==> src/rtl/if_id_stage.sv <==
// Fetch-to-decode boundary: 2-entry skid buffer with the head instruction's fields split out.
// Optional stall/bubble performance counters are built only when IFID_PERF_CNT_EN is defined.
module if_id_stage #(
   parameter int DATA_W   = 32,
   parameter int IMM_SEXT = 1,
   parameter int CNT_W    = 16
) (
   input  logic              clk,
   input  logic              rst_n,
   input  logic              flush_i,
   input  logic              if_valid_i,
   input  logic [DATA_W-1:0] if_pc_i,
   input  logic [DATA_W-1:0] if_inst_i,
   output logic              if_ready_o,
   input  logic              id_ready_i,
   output logic              id_valid_o,
   output logic [DATA_W-1:0] id_pc_o,
   output logic [DATA_W-1:0] id_inst_o,
   output logic [5:0]        id_opcode_o,
   output logic [4:0]        id_rs1_o,
   output logic [4:0]        id_rs2_o,
   output logic [4:0]        id_rd_o,
   output logic [5:0]        id_funct_o,
   output logic [DATA_W-1:0] id_imm_o
`ifdef IFID_PERF_CNT_EN
   ,
   output logic [CNT_W-1:0]  stall_cnt_o,
   output logic [CNT_W-1:0]  bubble_cnt_o
`endif
);

   typedef struct packed {
      logic [DATA_W-1:0] pc;
      logic [DATA_W-1:0] inst;
   } entry_t;

   typedef enum logic [1:0] {EMPTY, HALF, FULL} state_t;

   state_t state, state_nxt;
   entry_t main_q, skid_q, in_e;
   logic   push, pop;
   logic   ld_main, ld_main_skid, ld_skid;
   logic [DATA_W-1:0] head_inst;

   // Ready depends on state alone, so no combinational path from decode back to fetch.
   assign if_ready_o = (state != FULL);
   assign id_valid_o = (state != EMPTY);
   assign push       = if_valid_i && if_ready_o;
   assign pop        = id_valid_o && id_ready_i;
   assign in_e       = {if_pc_i, if_inst_i};

   always_comb begin
      state_nxt    = state;
      ld_main      = 1'b0;
      ld_main_skid = 1'b0;
      ld_skid      = 1'b0;
      if (flush_i) begin
         state_nxt = EMPTY;
      end else begin
         case (state)
            EMPTY: if (push) begin
               ld_main   = 1'b1;
               state_nxt = HALF;
            end
            HALF: begin
               if (push && pop) begin
                  ld_main = 1'b1;
               end else if (push) begin
                  ld_skid   = 1'b1;
                  state_nxt = FULL;
               end else if (pop) begin
                  state_nxt = EMPTY;
               end
            end
            FULL: if (pop) begin
               ld_main_skid = 1'b1;
               state_nxt    = HALF;
            end
            default: state_nxt = EMPTY;
         endcase
      end
   end

   always_ff @(posedge clk or negedge rst_n) begin
      if (!rst_n) begin
         state  <= EMPTY;
         main_q <= '0;
         skid_q <= '0;
      end else begin
         state <= state_nxt;
         if (ld_main)           main_q <= in_e;
         else if (ld_main_skid) main_q <= skid_q;
         if (ld_skid)           skid_q <= in_e;
      end
   end

   // Zeroing the head once here blanks every derived field while invalid.
   assign head_inst   = id_valid_o ? main_q.inst : '0;
   assign id_pc_o     = id_valid_o ? main_q.pc : '0;
   assign id_inst_o   = head_inst;
   assign id_opcode_o = head_inst[31:26];
   assign id_rs1_o    = head_inst[25:21];
   assign id_rs2_o    = head_inst[20:16];
   assign id_rd_o     = head_inst[15:11];
   assign id_funct_o  = head_inst[5:0];

   generate
      if (IMM_SEXT != 0) begin : g_sext
         assign id_imm_o = {{(DATA_W-16){head_inst[15]}}, head_inst[15:0]};
      end else begin : g_zext
         assign id_imm_o = {{(DATA_W-16){1'b0}}, head_inst[15:0]};
      end
   endgenerate

`ifdef IFID_PERF_CNT_EN
   localparam logic [CNT_W-1:0] CNT_ONE = CNT_W'(1);
   logic [CNT_W-1:0] stall_q, bubble_q;

   // Saturating counters; only reset clears them, flush leaves history intact.
   always_ff @(posedge clk or negedge rst_n) begin
      if (!rst_n) begin
         stall_q  <= '0;
         bubble_q <= '0;
      end else begin
         if (id_valid_o && !id_ready_i && (stall_q != '1)) stall_q <= stall_q + CNT_ONE;
         if (!id_valid_o && (bubble_q != '1))              bubble_q <= bubble_q + CNT_ONE;
      end
   end

   assign stall_cnt_o  = stall_q;
   assign bubble_cnt_o = bubble_q;
`endif

endmodule
==> config.mk <==
export PLATFORM = sky130hd
export DESIGN_NAME = if_id_stage
export DESIGN_NICKNAME = d
export VERILOG_FILES = /design/src/rtl/if_id_stage.sv
export SDC_FILE = /design/constraint.sdc
export NUM_CORES = 1
export LEC_CHECK = 0
export BUFFER_PORTS_ARGS = -buffer_cell sky130_fd_sc_hd__clkbuf_2
export CAP_MARGIN = 20
export CORE_UTILIZATION = 46
export DETAILED_ROUTE_END_ITERATION = 10
export MAX_ROUTING_LAYER = met4
export PLACE_DENSITY = 0.86
export SLEW_MARGIN = 20
export SYNTH_ARGS = -nofsm -noshare
export SYNTH_HDL_FRONTEND = slang
export SYNTH_SLANG_ARGS = --single-unit
==> constraint.sdc <==
create_clock -name clk -period 1.8 [get_ports clk]
set_input_delay 0 -clock clk [delete_from_list [all_inputs] [get_ports clk]]
set_output_delay 0 -clock clk [all_outputs]
set_load 0.05 [all_outputs]
==> impl_metrics.toml <==
[cts]
clock_path_buffers = 2
cts_buffers = 17
cts_tree = "done"
cts_root_buf = "clkbuf_16"
cts.sinks = 130
path_clk_slew_ns = 0.06
h-tree-depth = 4
clk_latency_ns = 0.42

[logic_synthesis]
synth_async_sr_flop_share_pct = 100
synth_top_cell_by_area = "dfrtp_1"
synthAdderAreaFrac_pct = 0
synth_flop_cell = "dfrtp_1"
synthTopCellsByArea = "dfrtp_1 53%, mux2_1 11%, a221o_1 10%"
syn_inst = 496
synth_edf_count = 0
postSynthAreaPerCell_sq_um = 12.4
synth_top_area_share_pct = 52.8
synth-warning-count = 0
synth-simple-area-share_pct = 14.3
syn_area_sq_um = 6160
synth.area.mux_share_pct = 12.4
ys_ff_latch = 130
synth_compound_area_share_pct = 10.7
synth_xor_area_share_pct = 0
syn_nets = 565
yosysSeqAreaShare_pct = 52.8
synth_top_family_by_area = "simple AND/OR/NAND/NOR gates"
ys_types = 24

[setup_path]
r2r_cells = 4
path_common_cell = "buf_4"
r2r_start = "state[0]$_DFFE_PN0P_"
required_ns = 1.80
critical_path.cell_chain = "buf_4 > nor2_4 > buf_4 > clkbuf_16 > nor2b_1 > buf_2"
startpoint_type = "flop"
cp_top_family = "buffers and inverters"
crit_buf_inv = 4
reg2reg_to = "main_q[17]$_DFFE_PN0P_"
critPathCaptureType = "output pin"
slowest_delay_ns = 0.38
arrival_ns = 1.81
crit_type = "flop to output pin"
r2r_slack_ns = 0.08
cp_max_fo = 12
slowest_stage = "dfrtp_1"

[timing]
rsz0062_at_grt = "yes"
worst_slew_pin_slew_ns = 0.455
setup_ws_ns = -0.00851
final_max_slew_viol_count = 0
final_hold_viol_count = 0
fmax_ghz = 0.553
setup_violations = 1
holdWs_ns = 0.145
slew_headroom_pct = 69.7
min_period_over_period_pct = 100
fin_skew_ns = 0.00881
finalWorstPathRequiredPeriod_ns = 1.81

[power_and_ir_drop]
share_clk_of_total_power_pct = 34.8
power_frac_comb_pct = 26.2
switching_share_pct = 31.2
leakagePower_nw = 4.14
p_int_w = 0.00700
p_sw_w = 0.00317
share_seq_of_total_power_pct = 39.0
peakVddDrop_uv = 611
p_per_area_nw_per_um2 = 1170

[drt]
met3_length_um = 935
drt_wl_total_mm = 16.6
drt_iter0_markers = 272
wirelength_met1_mm = 6.48
dr.max_layer_used = "met4"
routed_via_density = 5.33
drtPass1Iterations = 5
routedWlPerCell_um = 18.7
antenna_left = 0
drc = 0
vias = 4757
route.met2.wl_mm = 8.81

[cells_and_area]
area_growth_pct = 41.6
nets = 776
final_common_cell = "dfrtp_1"
stdcell_count = 892
drive_gt1_share_pct = 38.3
most-common-layout-cells = "129 x dfrtp_1, 71 x buf_4, 69 x clkbuf_2, 68 x dlygate4sd3_1"
design_area_sq_um = 8720
diodes = 0
nFillCells = 886

[global_routing]
antenna_found_initial = 0
grt_overflow = 0
grt_pass1_vias = 4994
grt_max_degree = 67
grt_usage_pct = 24.3
grt_pass1_wl_mm = 25.3

[place]
port_buffers = 193
dp_hpwl_mm = 9.42
place.gp.congestion = 0.759
place_area_sq_um = 6960
place_inst = 785

[die]
dieArea_sq_um = 13800
core_sq_um = 12800
rows = 41
start_util_pct = 48.0
die_w_um = 118
ios = 194
die_height_um = 118

[outcome]
status = "complete, but fails checks"
violations = "setup timing"

[run]
max_cap_viol_count = 0

[min_path]
hold_class = "primary input to async pin"
## power by group through the flow
stage | Sequential (W) | Combinational [W] | Clock, W
floorplan | 0.00385 | 0.00189 | 0
global placement | 0.00392 | 0.00221 | 0
detailed placement | 0.00397 | 0.00229 | 0
CTS | 0.00394 | 0.00250 | 0.00359
global route | 0.00403 | 0.00281 | 0.00371
finish | 0.00396 | 0.00267 | 0.00354
## how the worst max path moves through the flow
| stage | depth (start not counted) | end | from | slack, ns |
|---|---|---|---|---|
| after detailed placement | 4 | main_q[23]$_DFFE_PN0P_ | state[1]$_DFFE_PN0P_ | 0.09 |
| after floorplan | 5 | id_imm_o[16] | state[1]$_DFFE_PN0P_ | -0.21 |
| after global placement | 5 | main_q[39]$_DFFE_PN0P_ | state[1]$_DFFE_PN0P_ | 0.16 |
| after CTS | 4 | id_imm_o[31] | state[1]$_DFFE_PN0P_ | -0.04 |
| after global routing | 6 | id_inst_o[12] | state[0]$_DFFE_PN0P_ | -0.10 |
| final | 6 | id_pc_o[1] | state[0]$_DFFE_PN0P_ | -0.009 |
## metal layers
layer / vias up / global-route usage, %
met3: 34 / 5.62
met4: 0 / 10.6
met1: 2382 / 26.5
li1: 2124 / -
met5: - / -
met2: 217 / 42.0
## cells by family (layout without fill, tap and decap cells)
logic type / count (synthesis) / count (layout)
and+or+nand+nor: 139 / 139
muxes: 68 / 68
DFF: 130 / 130
AOI/OAI and AO/OA: 67 / 67
buffers and inverters: 92 / 316
## registers in the layout, indices dropped and copies added, names as in the netlist
name    cells
main_q     64
state       2
skid_q     64
## layout make-up
| class | instances | area, sq um | area share [%] |
|---|---|---|---|
| clock inverter | 10 | 130 | 1.49 |
| tap | 172 | 215 | 2.47 |
| multi-input combinational | 274 | 2380 | 27.3 |
| inverter | 1 | 3.75 | 0.0431 |
| sequential | 130 | 3250 | 37.3 |
| clock buffer | 22 | 484 | 5.55 |
| timing repair buffer | 283 | 2250 | 25.8 |
## per-stage QoR
step	setup slack [ns]	setup TNS [ns]	utilization (%)	power, W
6_report	-0.00851	-0.00851	68.0	0.0102
5_1_grt	-0.102	-2.23	68.0	0.0106
4_1_cts	-0.0443	-1.07	65.8	0.0100
3_5_place_dp	0.0867	0	54.3	0.00626
3_3_place_gp	0.165	0	54.3	0.00612
2_1_floorplan	-0.215	-9.28	-	0.00573
## repair_timing
| action | CTS | global route |
|---|---|---|
| resized for setup | 58 | 215 |
| gates cloned | 1 | 1 |
| setup endpoints to repair | 91 | 152 |
| hold buffers | 68 | 0 |
| buffers inserted | 1 | 4 |
| hold endpoints to repair | 260 | 0 |
| pin swaps | 1 | 1 |
## synth_stat cells, types with 3 or more instances
cell,instances
nor2b_1,65
buf_4,59
buf_2,25
and2_1,12
nand2b_1,3
and2_0,50
mux2_1,62
dfrtp_1,130
a221o_1,62
clkbuf_1,7
mux2_2,6
## worst min-delay path, cell delays in order
cell	delay, ns
dlygate4sd3_1	0.53
buf_4	0.14
buf_12	0.29
No activity file was read; power rests on OpenSTA's default activity.
